<file path="src/rtl/mem_burst_ctrl.sv">
// Burst memory controller: expands one cache block read fill or write-back into
// single-word BRAM accesses. Optional build macro: MEM_BURST_CRITICAL_WORD_FIRST_EN.
module mem_burst_ctrl #(
  parameter int unsigned DATA_WIDTH  = 32,
  parameter int unsigned ADDR_WIDTH  = 16,
  parameter int unsigned BURST_WIDTH = 5
) (
  input  logic                   clk,
  input  logic                   rst_n,
  input  logic [ADDR_WIDTH-1:0]  mem_addr,
  input  logic                   mem_req_op,
  input  logic                   mem_rw,
  output logic [DATA_WIDTH-1:0]  mem_read,
  output logic                   mem_read_valid,
  output logic [BURST_WIDTH-1:0] mem_offset,
  input  logic [DATA_WIDTH-1:0]  mem_write,
  output logic                   mem_write_req,
  output logic                   mem_last,
  output logic                   ready,
  output logic                   bram_en,
  output logic                   bram_we,
  output logic [ADDR_WIDTH-1:0]  bram_addr,
  output logic [DATA_WIDTH-1:0]  bram_din,
  input  logic [DATA_WIDTH-1:0]  bram_dout
);

  localparam int unsigned BASE_W = ADDR_WIDTH - BURST_WIDTH;
  localparam int unsigned CNT_W  = BURST_WIDTH + 1;
  localparam logic [CNT_W-1:0] LAST_CNT = CNT_W'((1 << BURST_WIDTH) - 1);

  typedef enum logic [1:0] {IDLE, RD, RD_DRAIN, WR} state_t;

  state_t                 state;
  logic [BASE_W-1:0]      base;
  logic [BURST_WIDTH-1:0] start;
  logic [CNT_W-1:0]       cnt;

  logic [CNT_W-1:0]       cnt_nxt;
  logic [BURST_WIDTH-1:0] rd_off;
  logic [BURST_WIDTH-1:0] rd_off_nxt;
  logic [BURST_WIDTH-1:0] start_in;
  logic [BASE_W-1:0]      req_base;

  // Read data and write data pass straight between the cache and the BRAM.
  assign mem_read = bram_dout;
  assign bram_din = mem_write;

  assign cnt_nxt    = cnt + CNT_W'(1);
  assign rd_off     = start + cnt[BURST_WIDTH-1:0];
  assign rd_off_nxt = start + cnt_nxt[BURST_WIDTH-1:0];
  assign req_base   = mem_addr[ADDR_WIDTH-1:BURST_WIDTH];

`ifdef MEM_BURST_CRITICAL_WORD_FIRST_EN
  assign start_in = mem_addr[BURST_WIDTH-1:0];
`else
  logic unused_low_addr;
  assign start_in        = '0;
  assign unused_low_addr = ^mem_addr[BURST_WIDTH-1:0];
`endif

  // Outputs are registered from the next-state decision so they line up with the state.
  always_ff @(posedge clk or negedge rst_n) begin
    if (!rst_n) begin
      state          <= IDLE;
      base           <= '0;
      start          <= '0;
      cnt            <= '0;
      mem_read_valid <= 1'b0;
      mem_offset     <= '0;
      mem_write_req  <= 1'b0;
      mem_last       <= 1'b0;
      ready          <= 1'b1;
      bram_en        <= 1'b0;
      bram_we        <= 1'b0;
      bram_addr      <= '0;
    end else begin
      case (state)
        IDLE: begin
          mem_read_valid <= 1'b0;
          mem_last       <= 1'b0;
          if (mem_req_op) begin
            base    <= req_base;
            cnt     <= '0;
            ready   <= 1'b0;
            bram_en <= 1'b1;
            if (mem_rw) begin
              state         <= WR;
              start         <= '0;
              bram_we       <= 1'b1;
              mem_write_req <= 1'b1;
              bram_addr     <= {req_base, {BURST_WIDTH{1'b0}}};
              mem_offset    <= '0;
              mem_last      <= (LAST_CNT == '0);
            end else begin
              state     <= RD;
              start     <= start_in;
              bram_addr <= {req_base, start_in};
            end
          end
        end
        RD: begin
          // Data for the beat issued now returns next cycle, so tag it one cycle late.
          mem_read_valid <= 1'b1;
          mem_offset     <= rd_off;
          mem_last       <= (cnt == LAST_CNT);
          cnt            <= cnt_nxt;
          if (cnt == LAST_CNT) begin
            state   <= RD_DRAIN;
            bram_en <= 1'b0;
          end else begin
            bram_addr <= {base, rd_off_nxt};
          end
        end
        RD_DRAIN: begin
          state          <= IDLE;
          mem_read_valid <= 1'b0;
          mem_last       <= 1'b0;
          mem_offset     <= '0;
          cnt            <= '0;
          ready          <= 1'b1;
        end
        WR: begin
          if (cnt == LAST_CNT) begin
            state         <= IDLE;
            bram_en       <= 1'b0;
            bram_we       <= 1'b0;
            mem_write_req <= 1'b0;
            mem_last      <= 1'b0;
            mem_offset    <= '0;
            cnt           <= '0;
            ready         <= 1'b1;
          end else begin
            cnt        <= cnt_nxt;
            bram_addr  <= {base, cnt_nxt[BURST_WIDTH-1:0]};
            mem_offset <= cnt_nxt[BURST_WIDTH-1:0];
            mem_last   <= (cnt_nxt == LAST_CNT);
          end
        end
        default: state <= IDLE;
      endcase
    end
  end

endmodule

</file>
<file path="config.mk">
export PLATFORM = sky130hd
export DESIGN_NAME = mem_burst_ctrl
export DESIGN_NICKNAME = d
export VERILOG_FILES = /design/src/rtl/mem_burst_ctrl.sv
export SDC_FILE = /design/constraint.sdc
export NUM_CORES = 1
export LEC_CHECK = 0
export ABC_AREA = 1
export BUFFER_PORTS_ARGS = -buffer_cell sky130_fd_sc_hd__buf_2
export CAP_MARGIN = 20
export CORE_ASPECT_RATIO = 2
export CORE_MARGIN = 4
export CORE_UTILIZATION = 46
export CTS_CLUSTER_SIZE = 10
export DETAILED_ROUTE_END_ITERATION = 6
export HOLD_SLACK_MARGIN = 0.12
export MAX_ROUTING_LAYER = met4
export PLACE_DENSITY = 0.94
export SLEW_MARGIN = 20
export SYNTH_ARGS = -nofsm -noshare
export SYNTH_HDL_FRONTEND = slang
export SYNTH_SLANG_ARGS = --single-unit
</file>
<file path="constraint.sdc">
create_clock -name clk -period 3.5 [get_ports clk]
set_input_delay 0 -clock clk [delete_from_list [all_inputs] [get_ports clk]]
set_output_delay 0 -clock clk [all_outputs]
set_load 0.03 [all_outputs]
</file>
==> results of run 1 <==
==> state kept, by name, indices dropped and copies added, names as in the netlist <==
signal / cells
state: 2
bram_en: 1
bram_we: 1
mem_offset: 5
ready: 1
cnt: 6
base: 11
bram_addr: 16
mem_read_valid: 1
mem_last: 1
==> layer usage <==
layer	part of all wire (%)	up-vias
li1	-	1042
met1	32	1036
met2	56	155
met3	7.2	23
met4	4.7	0
met5	0	-
==> layout by cell type (no fill, tap or decap), drive strengths merged <==
cell	count
nand2	94
dlygate4sd3	79
dfrtp	44
buf	43
o21ai	31
inv	28
nand3	26
nor2	12
clkbuf	5
o211ai	4
ha	2
nand4	1
o21bai	1
clkinvlp	1
clkinv	1
bufinv	1
dfstp	1
==> power by group through the flow <==
| stage | logic, mW | registers [mW] | clock network [mW] |
|---|---|---|---|
| 2_1_floorplan | 0.546 | 1.10 | 0 |
| 3_3_place_gp | 0.863 | 0.874 | 0 |
| 3_5_place_dp | 0.884 | 0.884 | 0 |
| 4_1_cts | 1.04 | 0.877 | 0.411 |
| 5_1_grt | 1.14 | 0.899 | 0.432 |
| 6_report | 1.04 | 0.881 | 0.402 |
==> logic make-up (layout without fill, tap and decap cells) <==
group,count (synthesis),in the layout,synth area share (%)
compound gates,36,36,7.31
fa+ha+maj,2,2,0.950
buf+inv,103,158,26.3
flops,45,45,42.8
simple gates,133,133,22.7
==> how the worst min path moves through the flow <==
| stage | startpoint | end | slack (ns) | cells past startpoint |
|---|---|---|---|---|
| after floorplan | rst_n | base[0] | -0.30 | 0 |
| after global placement | mem_write[22] | bram_din[22] | 0.0002 | 0 |
| after detailed placement | mem_write[22] | bram_din[22] | 0.0002 | 0 |
| after CTS | rst_n | bram_addr[10] | 0.41 | 2 |
| after global routing | rst_n | bram_addr[10] | 0.28 | 2 |
| final | rst_n | bram_addr[10] | 0.22 | 2 |
==> Yosys cell counts <==
cell type  number
buf_12          1
nand4_1         1
nand2_1        92
o21ai_0        27
clkbuf_8        1
nor2_2          1
buf_6           3
nand2_2         1
clkbuf_1        2
ha_1            2
buf_8           1
nor2_1         11
nand3_1        16
nand3_2        10
inv_2           1
o21ai_1         4
dfstp_2         1
buf_2           2
inv_1          27
o211ai_1        4
o21bai_1        1
nand2_4         1
dfrtp_1        44
buf_4          65
==> stage by stage <==
stage / cells / hold WS (ns) / setup slack [ns] / instance area [um^2]
final: 434 / 0.221 / 1.64 / 3250
after global routing: 434 / 0.276 / 1.50 / 3250
after CTS: 434 / 0.414 / 1.64 / 3250
after detailed placement: 347 / 0.000205 / 1.66 / 2340
after global placement: 347 / 0.000205 / 1.71 / 2340
after floorplan: 319 / -0.296 / 2.10 / 2640
==> critical path: stages (launching register included) <==
cell,delay [ns]
dfrtp_1,0.46
ha_1,0.26
nand3_2,0.11
nor2_2,0.15
inv_2,0.07
nand2_4,0.23
nand2_2,0.25
nand2_1,0.16
nand2_1,0.06
==> repair_timing <==
action                                 in CTS  in global routing
hold buffers                               79                  0
setup endpoints to repair                   0                  0
endpoints found under the hold margin     134                  0
==> final cells by class <==
| type | instances | area, um^2 | area share, % |
|---|---|---|---|
| Tap cell | 60 | 75.1 | 2.31 |
| Clock inverter | 3 | 46.3 | 1.42 |
| Clock buffer | 5 | 68.8 | 2.12 |
| Inverter | 28 | 105 | 3.23 |
| Multi-Input combinational cell | 171 | 815 | 25.1 |
| Sequential cell | 45 | 1130 | 34.7 |
| Timing Repair Buffer | 122 | 1010 | 31.2 |
==> impl_metrics.env, run 1 <==
export IMPL_cts_buffers=5
export IMPL_cts_htree_levels=2
export IMPL_cap_violations=0
export IMPL_setup_violations=0
export IMPL_p_per_area_nw_per_um2=716
export IMPL_fin_nets=459
export IMPL_netlist_area_um2=2640
export IMPL_clockBufferDepth=2
export IMPL_synth_seq_cells=45
export IMPL_crit_type="flip-flop to flip-flop"
export IMPL_area_growth_pct=23.4
export IMPL_path_max_fanout=20
export IMPL_timing_setup_tns_ns=0
export IMPL_num_vias=2256
export IMPL_finalCriticalPeriod_ns=1.86
export IMPL_hold_class="input pin to async pin"
export IMPL_p_leak_nw=1.64
export IMPL_final_util_pct=58.9
export IMPL_hold_viol=0
export IMPL_clock_sinks=45
export IMPL_grt_overflow_total=0
export IMPL_globalRouteMet2Util_pct=35.3
export IMPL_max_clock_freq_ghz=0.539
export IMPL_status="finished clean"
export IMPL_core_region_area_um2=5520
export IMPL_drt_wirelength_per_cell_um=15.6
export IMPL_seq_power_share_pct=37.9
export IMPL_gp_congestion=0.919
export IMPL_power_frac_comb_pct=44.9
export IMPL_cp_arrival_ns=2.07
export IMPL_endpoint="bram_addr[11]"
export IMPL_grt_first_pass_wirelength_mm=10.1
export IMPL_drive_above_1_share_pct=17.6
export IMPL_grt_max_degree=46
export IMPL_yosysTopAreaCell="dfrtp_1"
export IMPL_use_met3_pct=3.48
export IMPL_antenna_found_initial=0
export IMPL_placementRows=38
export IMPL_start_util_pct=47.8
export IMPL_r2r_end="bram_addr[11]"
export IMPL_first_iter_violations=164
export IMPL_tightest_slew_ns=0.567
export IMPL_routed_wl_mm=6.79
export IMPL_gr_max_usage_layer="met2"
export IMPL_ys_warn_count=0
export IMPL_synth_area_leaders="dfrtp_1, buf_4, nand2_1"
export IMPL_rsz0062_at_grt="false"
export IMPL_cts_root_buf="clkbuf_8"
export IMPL_endpoint_kind="flip-flop"
export IMPL_r2r_start="cnt[1]"
export IMPL_slew_viol_final=0
export IMPL_ff2ff_setup_slack_ns=1.64
export IMPL_fin_crit_sh_pct=53.0
export IMPL_critPathRequiredTime_ns=3.71
export IMPL_postRouteAntennaNets=0
export IMPL_clock_skew_ns=0.00836
export IMPL_synth_seq_area_share_pct=42.8
export IMPL_chipHeight_um=115
export IMPL_peakVddDrop_v=0.000485
export IMPL_fillCellCount=441
export IMPL_cts_setup_buffers=0
export IMPL_synthCells=319
export IMPL_design_power_total_mw=2.33
export IMPL_synth_top_cell_area_share_pct=41.8
export IMPL_drc=0
export IMPL_p_sw_share_pct=46.0
export IMPL_tritoncts="built"
export IMPL_ios=175
export IMPL_synth_nets=405
export IMPL_p_switching_mw=1.07
export IMPL_die_w_um=61.5
export IMPL_port_buffers=41
export IMPL_grt_pass1_vias=2249
export IMPL_slew_headroom_pct=62.2
export IMPL_clk_latency_ns=0.31
export IMPL_internal_power_mw=1.26
export IMPL_p_clk_share_pct=17.3
export IMPL_first_pass_iters=4
export IMPL_use_met1_pct=18.2
export IMPL_rr_worst_depth=8
export IMPL_postSynthAreaPerCell_um2=8.26
export IMPL_synthDistinctLibCells=24
export IMPL_avgViaCountPerCell=5.20
export IMPL_diodes=0
export IMPL_crit_start="cnt[1]"
export IMPL_die_area_um2=7080
export IMPL_hpwl_mm=4.07
export IMPL_crit_path_start_kind="flip-flop"
export IMPL_track_usage_pct=19.9
export IMPL_ctsResizeCount=0
export IMPL_clkTransAtPathRegs_ns=0.09
Power figures use the tool's default switching activity.
==> run 2, diff against run 1 <==
--- a/config.mk
+++ b/config.mk
@@ -10,12 +10,12 @@
 export CAP_MARGIN = 20
 export CORE_ASPECT_RATIO = 2
 export CORE_MARGIN = 4
-export CORE_UTILIZATION = 46
+export CORE_UTILIZATION = 38
 export CTS_CLUSTER_SIZE = 10
 export DETAILED_ROUTE_END_ITERATION = 6
 export HOLD_SLACK_MARGIN = 0.12
 export MAX_ROUTING_LAYER = met4
-export PLACE_DENSITY = 0.94
+export PLACE_DENSITY = 0.84
 export SLEW_MARGIN = 20
 export SYNTH_ARGS = -nofsm -noshare
 export SYNTH_HDL_FRONTEND = slang
==> constraint.sdc (replaced) <==
create_clock -name clk -period 1.7 [get_ports clk]
set_input_delay 0 -clock clk [delete_from_list [all_inputs] [get_ports clk]]
set_output_delay 0 -clock clk [all_outputs]
set_load 0.03 [all_outputs]
==> impl_metrics.env, run 2 (synthesis gave the netlist of run 1 again) <==
export IMPL_slew_headroom_pct=52.8
export IMPL_hold_viol=0
export IMPL_cts_setup_buffers=0
export IMPL_port_buffers=41
export IMPL_rsz0062_at_grt="false"
export IMPL_design_power_total_mw=5.13
export IMPL_start_util_pct=39.5
export IMPL_num_vias=2239
export IMPL_fin_nets=465
export IMPL_track_usage_pct=16.8
export IMPL_gp_congestion=0.849
export IMPL_cp_arrival_ns=1.78
export IMPL_die_area_um2=8410
export IMPL_endpoint_kind="flip-flop"
export IMPL_instances_no_fill=468
export IMPL_core_region_area_um2=6670
export IMPL_clock_skew_ns=0.00722
export IMPL_critPathRequiredTime_ns=1.92
export IMPL_cap_violations=0
export IMPL_tightest_slew_ns=0.708
export IMPL_hpwl_mm=4.56
export IMPL_r2r_end="state[1]"
export IMPL_area_growth_pct=29.4
export IMPL_max_clock_freq_ghz=0.644
export IMPL_clock_sinks=45
export IMPL_cpMostUsedCell="nand3_1"
export IMPL_p_leak_nw=1.70
export IMPL_finalCriticalPeriod_ns=1.55
export IMPL_hold_class="input pin to async pin"
export IMPL_cts_buffers=5
export IMPL_crit_type="flip-flop to flip-flop"
export IMPL_cts_htree_levels=2
export IMPL_ios=175
export IMPL_grt_overflow_total=0
export IMPL_max_stage_delay_ns=0.61
export IMPL_timing_setup_tns_ns=0
export IMPL_setup_violations=0
export IMPL_rr_worst_depth=4
export IMPL_die_w_um=66.9
export IMPL_drive_above_1_share_pct=19.5
export IMPL_timing_hold_ws_ns=0.298
export IMPL_crit_path_start_kind="flip-flop"
export IMPL_clk_latency_ns=0.29
export IMPL_diodes=0
export IMPL_worstPathCellList="nor2_2, nand3_1, dlygate4sd3_1, nand3_1"
export IMPL_largestRegisters="bram_addr x16, base x11, cnt x6"
export IMPL_grt_pass1_vias=2387
export IMPL_critPathSlowestCell="dlygate4sd3_1"
export IMPL_status="finished clean"
export IMPL_grt_max_degree=32
export IMPL_r2r_start="state[0]"
export IMPL_path_max_fanout=8
export IMPL_tritoncts="built"
export IMPL_drc=0
export IMPL_antenna_found_initial=0
export IMPL_clkTransAtPathRegs_ns=0.06
export IMPL_dp_cells=381
export IMPL_p_per_area_nw_per_um2=1510
export IMPL_avgViaCountPerCell=4.78
export IMPL_regMostFlops="bram_addr"
export IMPL_postRouteAntennaNets=0
export IMPL_placementRows=42
export IMPL_routed_wl_mm=6.85
export IMPL_clockBufferDepth=2
export IMPL_fin_crit_sh_pct=91.3
export IMPL_ff2ff_setup_slack_ns=0.15
export IMPL_peakVddDrop_v=0.000607
export IMPL_drt_wirelength_per_cell_um=14.6
export IMPL_slew_viol_final=0
export IMPL_largest_reg_flops=16
export IMPL_layout_commonest_cell="nand2_1"
export IMPL_first_pass_iters=4
export IMPL_grt_first_pass_wirelength_mm=10.5
export IMPL_first_iter_violations=107
export IMPL_chipHeight_um=126
export IMPL_cts_root_buf="clkbuf_16"
export IMPL_mostFrequentLayoutCells="nand2_1, dlygate4sd3_1, dfrtp_1, buf_2"
==> run 2: cell count changes in the layout (fill, tap and decap cells not counted), sizes merged <==
cell	delta
buf	+6
clkbuf	+1
clkinv	-1
==> run 2: power by group <==
| group | total (mW) | switching (mW) | internal, mW | leakage, nW |
|---|---|---|---|---|
| registers | 1.81 | 0.309 | 1.50 | 0.555 |
| logic | 2.20 | 1.50 | 0.692 | 1.06 |
| clock network | 1.12 | 0.391 | 0.733 | 0.0831 |
==> run 2: worst max-delay path by stage <==
| stage | startpoint | end | cells after the start |
|---|---|---|---|
| 5_1_grt | cnt[0] | bram_addr[15] | 8 |
| 2_1_floorplan | cnt[1] | bram_addr[10] | 9 |
| 6_report | state[0] | state[1] | 4 |
| 4_1_cts | state[0] | cnt[0] | 6 |
| 3_5_place_dp | cnt[0] | bram_addr[10] | 8 |
| 3_3_place_gp | state[0] | cnt[5] | 6 |
==> run 2: area by class of cell <==
cell class / instances / area, um^2
clock buffers: 6 / 139
clock inverters: 2 / 37.5
fillers: 611 / 3260
inverters: 28 / 105
multi-input cells: 171 / 822
flip-flops and latches: 45 / 1130
well taps: 88 / 110
repair buffers: 128 / 1070
==> run 2: layer usage <==
layer  vias up  GRT usage [%]  share of wire [%]
met5         -              -                  0
met4         0           9.21                4.1
met3        21           3.12                8.1
met2       160           29.9                 53
met1      1007           16.5                 35
li1       1051              -                  -
==> run 2: critical path: cells and delay by family, from the launching register on <==
| family | cells | cell delay [ns] |
|---|---|---|
| AND/OR/NAND/NOR | 3 | 0.40 |
| buffers and inverters | 1 | 0.61 |
| flip-flops | 1 | 0.49 |
==> run 2: stage by stage <==
step	setup WS (ns)	area [um^2]	utilization, %
3_5_place_dp	0.112	2430	36.5
4_1_cts	0.0924	3400	51.0
6_report	0.147	3410	51.1
3_3_place_gp	0.145	2430	36.5
2_1_floorplan	0.301	2640	-
5_1_grt	0.0387	3410	51.1
==> run 2: repair_timing <==
item / in CTS / in global routing
hold buffers: 79 / 0
endpoints found under the hold margin: 118 / 0
resized for setup: 0 / 3
setup endpoints to repair: 0 / 14
==> run 3, diff against run 2 <==
--- a/config.mk
+++ b/config.mk
@@ -8,7 +8,7 @@
 export ABC_AREA = 1
 export BUFFER_PORTS_ARGS = -buffer_cell sky130_fd_sc_hd__buf_2
 export CAP_MARGIN = 20
-export CORE_ASPECT_RATIO = 2
+export CORE_ASPECT_RATIO = 0.5
 export CORE_MARGIN = 4
 export CORE_UTILIZATION = 38
 export CTS_CLUSTER_SIZE = 10
==> constraint.sdc (replaced) <==
create_clock -name clk -period 1.25 [get_ports clk]
set_input_delay 0 -clock clk [delete_from_list [all_inputs] [get_ports clk]]
set_output_delay 0 -clock clk [all_outputs]
set_load 0.03 [all_outputs]
==> impl_metrics.env, run 3 (synthesis gave the netlist of run 1 again) <==
export IMPL_place_ws_ns=-0.165
export IMPL_grt_first_pass_wirelength_mm=10.1
export IMPL_clkTransAtPathRegs_ns=0.06
export IMPL_ff2ff_setup_slack_ns=-0.09
export IMPL_start_util_pct=39.3
export IMPL_die_w_um=126
export IMPL_dpl_cell_area_um2=2610
export IMPL_status="finished with violations"
export IMPL_clockBufferDepth=2
export IMPL_first_iter_violations=102
export IMPL_first_pass_iters=4
export IMPL_layout_commonest_cell="nand2_1"
export IMPL_core_region_area_um2=6700
export IMPL_slew_headroom_pct=71.6
export IMPL_max_clock_freq_ghz=0.744
export IMPL_cap_violations=0
export IMPL_hpwl_mm=3.84
export IMPL_crit_type="flip-flop to flip-flop"
export IMPL_cts_buffers=5
export IMPL_endpoint_kind="flip-flop"
export IMPL_clock_skew_ns=0.00516
export IMPL_diodes=0
export IMPL_worst_slack_ns=-0.0947
export IMPL_crit_path_start_kind="flip-flop"
export IMPL_path_max_fanout=5
export IMPL_mostFrequentLayoutCells="nand2_1, dlygate4sd3_1, dfrtp_1, buf_2"
export IMPL_gp_congestion=0.895
export IMPL_cts_htree_levels=2
export IMPL_port_buffers=41
export IMPL_instances_no_fill=492
export IMPL_largest_reg_flops=16
export IMPL_timing_setup_tns_ns=-1.43
export IMPL_clk_latency_ns=0.28
export IMPL_p_leak_nw=1.83
export IMPL_tritoncts="built"
export IMPL_area_growth_pct=40.4
export IMPL_track_usage_pct=15.2
export IMPL_hold_class="input pin to async pin"
export IMPL_drive_above_1_share_pct=27.5
export IMPL_peakVddDrop_v=0.000746
export IMPL_clock_sinks=45
export IMPL_regMostFlops="bram_addr"
export IMPL_antenna_found_initial=0
export IMPL_r2r_start="cnt[0]"
export IMPL_dp_cells=404
export IMPL_setup_violations=26
export IMPL_placementRows=21
export IMPL_p_per_area_nw_per_um2=1990
export IMPL_cp_arrival_ns=1.55
export IMPL_routed_wl_mm=7.00
export IMPL_fillCellCount=512
export IMPL_postRouteAntennaNets=0
export IMPL_fin_nets=486
export IMPL_rr_worst_depth=8
export IMPL_grt_overflow_total=0
export IMPL_final_util_pct=55.2
export IMPL_grt_max_degree=30
export IMPL_hold_viol=0
export IMPL_grt_pass1_vias=2211
export IMPL_num_vias=2354
export IMPL_tightest_slew_ns=0.426
export IMPL_avgViaCountPerCell=4.78
export IMPL_cts_root_buf="clkbuf_16"
export IMPL_fin_crit_sh_pct=108
export IMPL_r2r_end="bram_addr[0]"
export IMPL_violations="setup timing"
export IMPL_timing_hold_ws_ns=0.191
export IMPL_rsz0062_at_grt="true"
export IMPL_design_power_total_mw=7.35
export IMPL_die_area_um2=8410
export IMPL_drc=0
export IMPL_finish_instance_area_um2=3700
export IMPL_critPathRequiredTime_ns=1.46
export IMPL_drt_wirelength_per_cell_um=14.2
export IMPL_ios=175
export IMPL_finalCriticalPeriod_ns=1.34
export IMPL_slew_viol_final=0
export IMPL_largestRegisters="bram_addr x16, base x11, cnt x6"
export IMPL_chipHeight_um=66.9
## run 3: critical path, cell delays in order (launching register included)
cell and delay (ns):
dfrtp_1 0.40, ha_4 0.19, nand3_4 0.10, nor2_4 0.13, inv_4 0.06, nand2_8 0.10, clkbuf_16 0.16, nand3_2 0.05
o21ai_1 0.07
## run 3: worst max-delay path by stage
stage / from / endpoint / slack (ns)
2_1_floorplan: cnt[1] / bram_addr[10] / -0.13
3_3_place_gp: cnt[1] / cnt[0] / -0.11
3_5_place_dp: cnt[0] / bram_addr[15] / -0.16
4_1_cts: cnt[0] / bram_addr[15] / -0.07
5_1_grt: cnt[0] / bram_addr[14] / -0.14
6_report: cnt[0] / bram_addr[0] / -0.09
## run 3: timing repair
action                                  in CTS  in global routing
hold buffers                                78                  0
gates resized for setup                     13                 23
endpoints found under the setup margin      34                 43
pin swaps                                    4                  6
gates cloned                                 0                  1
buffers inserted                             0                  2
hold endpoints to repair                   132                  0
## run 3: routing by layer
metal | wire length (um) | global-route usage, % | share of wire (%)
met1 | 2650 | 18.1 | 38
met2 | 3720 | 27.8 | 53
met3 | 524 | 2.08 | 7.5
met4 | 108 | 3.74 | 1.5
met5 | 0 | - | 0
## run 3: cell type report
type	count	area (um^2)	share of cell area, %
inverters	28	108	2.91
flip-flops and latches	45	1130	30.5
repair buffers	149	1260	34.2
multi-input cells	171	940	25.4
clock buffers	7	143	3.86
well taps	92	115	3.11
## run 3: where the power goes
part / switching (mW) / internal (mW)
sequential: 0.408 / 2.05
clock: 0.495 / 0.784
combinational: 2.31 / 1.30
total: 3.22 / 4.13
